## src/rtl/irq_ctrl.sv

```systemverilog
// Edge-triggered interrupt controller: sticky pending bits, per-channel mask, global enable,
// highest-index arbitration and a REQ/SERV handshake with the core.
module irq_ctrl #(
    parameter int unsigned N_IRQ = 8,
    parameter int unsigned CNT_W = 8
) (
    input  logic             clk,
    input  logic             rstN,
    input  logic [N_IRQ-1:0] irq_in_i,
    input  logic             mask_wr_i,
    input  logic [N_IRQ-1:0] mask_wdata_i,
    input  logic             ien_wr_i,
    input  logic             ien_wdata_i,
    input  logic             irq_ack_i,
    input  logic             eoi_i,
    input  logic             cnt_clr_i,
    output logic             irq_valid_o,
    output logic [$clog2(N_IRQ)-1:0] irq_id_o,
    output logic             in_service_o,
    output logic [N_IRQ-1:0] pending_o,
    output logic [CNT_W-1:0] lost_cnt_o,
    output logic [7:0]       status_o
);
    localparam int unsigned ID_W = $clog2(N_IRQ);

    typedef enum logic [1:0] {StIdle, StReq, StServ} state_e;

    state_e           state_q;
    logic [N_IRQ-1:0] irq_q, irq_d;
    logic [N_IRQ-1:0] pending_q, pending_d;
    logic [N_IRQ-1:0] mask_q, mask_d;
    logic             int_en_q, int_en_d;
    logic [CNT_W-1:0] lost_cnt_q, lost_cnt_d;
    logic [ID_W-1:0]  irq_id_q;
    logic             irq_valid_q;
    logic             in_service_q;

    logic [N_IRQ-1:0] rise;
    logic [N_IRQ-1:0] clr;
    logic [N_IRQ-1:0] elig;
    logic             lost;
    logic             ack_take;
    logic [ID_W-1:0]  win_id;

    assign rise     = irq_in_i & ~irq_q;
    assign ack_take = (state_q == StReq) && irq_ack_i;
    assign clr      = ack_take ? ({{(N_IRQ-1){1'b0}}, 1'b1} << irq_id_q) : '0;
    // A rise on a channel that is being acked this cycle is a fresh request, not a drop.
    assign lost     = |(rise & pending_q & ~clr);
    assign elig     = pending_q & ~mask_q;

    always_comb begin
        win_id = '0;
        for (int unsigned i = 0; i < N_IRQ; i++) begin
            if (elig[i]) begin
                win_id = ID_W'(i);
            end
        end
    end

    always_comb begin
        irq_d     = irq_in_i;
        pending_d = (pending_q & ~clr) | rise;
        mask_d    = mask_wr_i ? mask_wdata_i : mask_q;
        int_en_d  = ien_wr_i ? ien_wdata_i : int_en_q;
        lost_cnt_d = lost_cnt_q;
        if (cnt_clr_i) begin
            lost_cnt_d = '0;
        end else if (lost && (lost_cnt_q != {CNT_W{1'b1}})) begin
            lost_cnt_d = lost_cnt_q + CNT_W'(1);
        end
    end

    always_ff @(posedge clk) begin
        if (!rstN) begin
            irq_q      <= '0;
            pending_q  <= '0;
            mask_q     <= '0;
            int_en_q   <= 1'b0;
            lost_cnt_q <= '0;
        end else begin
            irq_q      <= irq_d;
            pending_q  <= pending_d;
            mask_q     <= mask_d;
            int_en_q   <= int_en_d;
            lost_cnt_q <= lost_cnt_d;
        end
    end

    always_ff @(posedge clk) begin
        if (!rstN) begin
            state_q      <= StIdle;
            irq_id_q     <= '0;
            irq_valid_q  <= 1'b0;
            in_service_q <= 1'b0;
        end else begin
            unique case (state_q)
                StIdle: begin
                    if (int_en_q && (|elig)) begin
                        irq_id_q    <= win_id;
                        irq_valid_q <= 1'b1;
                        state_q     <= StReq;
                    end
                end
                StReq: begin
                    // Mask or enable changes never retract a vector already presented.
                    if (irq_ack_i) begin
                        irq_valid_q  <= 1'b0;
                        in_service_q <= 1'b1;
                        state_q      <= StServ;
                    end
                end
                StServ: begin
                    if (eoi_i) begin
                        in_service_q <= 1'b0;
                        state_q      <= StIdle;
                    end
                end
                default: begin
                    irq_valid_q  <= 1'b0;
                    in_service_q <= 1'b0;
                    state_q      <= StIdle;
                end
            endcase
        end
    end

    assign irq_valid_o  = irq_valid_q;
    assign irq_id_o     = irq_id_q;
    assign in_service_o = in_service_q;
    assign pending_o    = pending_q;
    assign lost_cnt_o   = lost_cnt_q;
    assign status_o     = {int_en_q, irq_valid_q, in_service_q, |elig, 4'b0000};

endmodule

```

## config.mk

```make
export PLATFORM = sky130hd
export DESIGN_NAME = irq_ctrl
export DESIGN_NICKNAME = d
export VERILOG_FILES = /design/src/rtl/irq_ctrl.sv
export SDC_FILE = /design/constraint.sdc
export NUM_CORES = 1
export LEC_CHECK = 0
export ABC_AREA = 0
export ABC_CLOCK_PERIOD_IN_PS = 2200
export CORE_MARGIN = 3
export CORE_UTILIZATION = 49
export CTS_BUF_LIST = sky130_fd_sc_hd__clkbuf_4
export DETAILED_ROUTE_END_ITERATION = 16
export HOLD_SLACK_MARGIN = 0.05
export PLACE_DENSITY = 0.87
export SYNTH_ARGS = -nofsm -noshare
export SYNTH_HDL_FRONTEND = slang
export SYNTH_SLANG_ARGS = --single-unit
```

## constraint.sdc

```tcl
create_clock -name clk -period 2.2 [get_ports clk]
set_clock_uncertainty 0.1 [all_clocks]
set_input_delay 0.44 -clock clk [delete_from_list [all_inputs] [get_ports clk]]
set_output_delay 0.44 -clock clk [all_outputs]
set_load 0.02 [all_outputs]
```

==> run summary <==
Setup TNS - 0 ns
Post-Place Cells - 290
DRC viols - 0
Primary FF master, synth - dfxtp_1
Worst Setup Start Kind - input pin
hold_buf cts - 0
clk buf depth - 2
Post-Synthesis Cell Area - 0.00183 mm2
EDFF count, synth - 0
Ys Warns - 0
Max Cap Viol - 0
worst hold path type - reg -> reg
Final setup viols - 0
critical path class - in -> reg
pin count of the biggest net entering global routing - 24
clock transition at the registers of the reported paths - 0.11 ns
# rows - 21
Num CTS Buffers - 5
TritonCTS clock tree - done
Max VDD drop - 0.000329 V
Worst Reg-to-Reg Cells - 6
crit path cell chain - clkdlybuf4s50_1, or2b_2, o22a_1, and4_4, or4_1, a21oi_2
Bufs and invs on worst path - 1
PortBufs - 48
final core utilization - 71.6%
die height - 67.1 um
slowest cell delay on critical path - 0.50 ns
r2r startpoint - irq_id_o[2]$_SDFFE_PN0P_
final critical path time including I/O delays and setup - 2.16 ns
share of flip-flops with an asynchronous set or reset - 0%
Final #Nets - 278
CP max FO - 7
sequential area share after synthesis - 43.7%
Post-DRT Antenna Nets - 0
WP data required - 2.39 ns
DP Wirelength - 3.01 mm
vias in the first global route - 1498
Yosys reg bits - 40
switching part of the total - 27.7%
Clk pwr share - 25.2%
Vias - 1597
reg2reg end - lost_cnt_o[3]$_SDFFE_PP0P_
share of power burned in registers - 53.3%
drt pass-1 iters - 4
first-pass GRT wire length - 6.64 mm
Ports - 53
total power - 0.00149 W
routed length per placed instance - 13.9 um
Core Box Area - 0.00347 mm2
n_diodes - 0
P per Cell Area - 600 mW/mm2
H-tree depth - 2
Vias per Instance - 5.32
combinational fraction of design power - 21.5%
status - finished clean
hold_sp - irq_valid_o$_SDFFE_PN0P_
CP Capture Type - register
die width - 67.1 um
Synth cell types - 46
Worst-Skew Late Latency - 0.35 ns
hold path depth - 2
Starting Density - 52.8%
share of cells above drive strength 1 - 17.3%
die area - 0.00451 mm2
RSZ-0062 raised after global routing - true
Crit-path slowest cell - or4_1
Top Family by Delay on Critical Path - simple AND/OR/NAND/NOR gates
largest area contributor in the netlist - dfxtp_1
top-count cell post-synth - dfxtp_1
WL final - 4.18 mm
initial antenna violation count - 0
First DRT Iteration DRCs - 100
fmax - 463 MHz
Hold Path End - irq_valid_o$_SDFFE_PN0P_
syn_area_per_cell - 9.39 um2
dominant cells by area after synthesis - dfxtp_1, mux2i_1, nor2b_1
# clock sinks - 40
fin crit share - 98.1%
Crit path arrival time - 2.35 ns
Root Driver - clkbuf_4
Overflow after GRT - 0
Final Max Slew Viols - 0
Commonest cells post-synth - dfxtp_1, nor2b_1, nor2_1
cell count after synthesis - 195
Leak - 0.978 nW
fin cells - 300
placer congestion estimate - 0.848
GRT Total Usage - 19.5%
Worst path depth - 6
share of the synthesized area in the top cell type - 43.7%
Int Pwr - 0.00108 W
FF-to-FF setup slack - 0.11 ns
Hold Vio Cnt, Final - 0
NetSw - 0.000412 W
synth-to-layout area growth - 35.7%
power by group through the flow:
stage	clock network, W	registers (W)	logic, W
after floorplan	0	0.000826	0.000155
after global placement	0	0.000807	0.000295
after detailed placement	0	0.000808	0.000301
after CTS	0.000388	0.000792	0.000308
after global routing	0.000419	0.000800	0.000346
final	0.000376	0.000795	0.000320
area by class of cell:
| cell class | count | area, um2 |
|---|---|---|
| timing repair buffer | 60 | 568 |
| tap | 46 | 57.6 |
| clock inverter | 1 | 3.75 |
| inverter | 5 | 18.8 |
| fill | 290 | 983 |
| clock buffer | 7 | 52.6 |
| sequential | 40 | 803 |
| multi-input combinational | 141 | 981 |
worst reg2reg max path: stages, from the launching register on:
cell	delay, ns
dfxtp_1	0.44
nand4bb_1	0.25
o21ai_1	0.13
o22a_1	0.22
and4_4	0.24
or4_1	0.50
a21oi_2	0.14
worst max path at each step:
stage                               start                    endpoint  slack [ns]
2_1_floorplan  lost_cnt_o[0]$_SDFFE_PP0P_  lost_cnt_o[5]$_SDFFE_PP0P_        0.12
3_3_place_gp                    irq_ack_i  lost_cnt_o[4]$_SDFFE_PP0P_       -0.29
3_5_place_dp                    irq_ack_i  lost_cnt_o[0]$_SDFFE_PP0P_       -0.37
4_1_cts                         irq_ack_i  lost_cnt_o[3]$_SDFFE_PP0P_       0.004
5_1_grt           pending_o[6]$_SDFF_PN0_                 status_o[4]       -0.01
6_report                      irq_in_i[6]  lost_cnt_o[3]$_SDFFE_PP0P_        0.04
routing by layer:
| metal | up-vias | track usage [%] | part of all wire, % |
|---|---|---|---|
| met5 | - | 0 | 0 |
| met4 | 0 | 6.08 | 0.91 |
| met3 | 4 | 6.41 | 6.1 |
| met2 | 52 | 31.8 | 48 |
| met1 | 744 | 24.3 | 45 |
| li1 | 797 | - | - |
placed cells by master, fill, tap and decap left out, types with 2 or more instances in the layout:
cell type and count:
a21boi_0 5, a21oi_1 9, a21oi_2 7, and2_1 9
and4_4 2, buf_4 12, clkbuf_4 7, clkdlybuf4s50_1 46
clkinv_1 2, conb_1 4, dfxtp_1 38, dfxtp_2 2
inv_1 4, mux2i_1 11, nand2_1 8, nand2b_1 2
nand3_1 7, nor2_1 12, nor2b_1 15, o21ai_0 4
o21ai_1 8, o22a_1 3, o31ai_1 3, or2b_1 3
or2b_2 5, or3_1 4
kinds of logic (layout without fill, tap and decap cells):
group	count (synthesis)	in the layout	synth area share [%]
buffers and inverters	18	73	5.95
muxes	11	11	6.02
AOI/OAI and AO/OA	46	46	17.4
adders and majority gates	1	1	0.683
DFF	40	40	43.7
other	1	4	0.205
and+or+nand+nor	78	79	26.0
through the flow:
step / setup slack [ns] / hold slack, ns / area, um2
floorplan: 0.117 / 0.361 / 1840
global placement: -0.288 / 0.357 / 2370
detailed placement: -0.375 / 0.368 / 2370
CTS: 0.00432 / 0.384 / 2440
global route: -0.0121 / 0.406 / 2480
finish: 0.0424 / 0.378 / 2480
registers in the layout, indices dropped and copies added (netlist names):
name,count
in_service_o,1
pending_o,8
mask_q,8
lost_cnt_o,8
irq_valid_o,1
irq_id_o,3
irq_q,8
int_en_q,1
state_q,2
what timing repair did:
action | in CTS | in global routing
gates resized for setup | 6 | 11
gates cloned | 0 | 1
setup buffers | 1 | 0
pin swaps | 3 | 5
endpoints found under the hold margin | 0 | 0
endpoints found under the setup margin | 3 | 9
No activity file was read; power rests on OpenSTA's default activity.
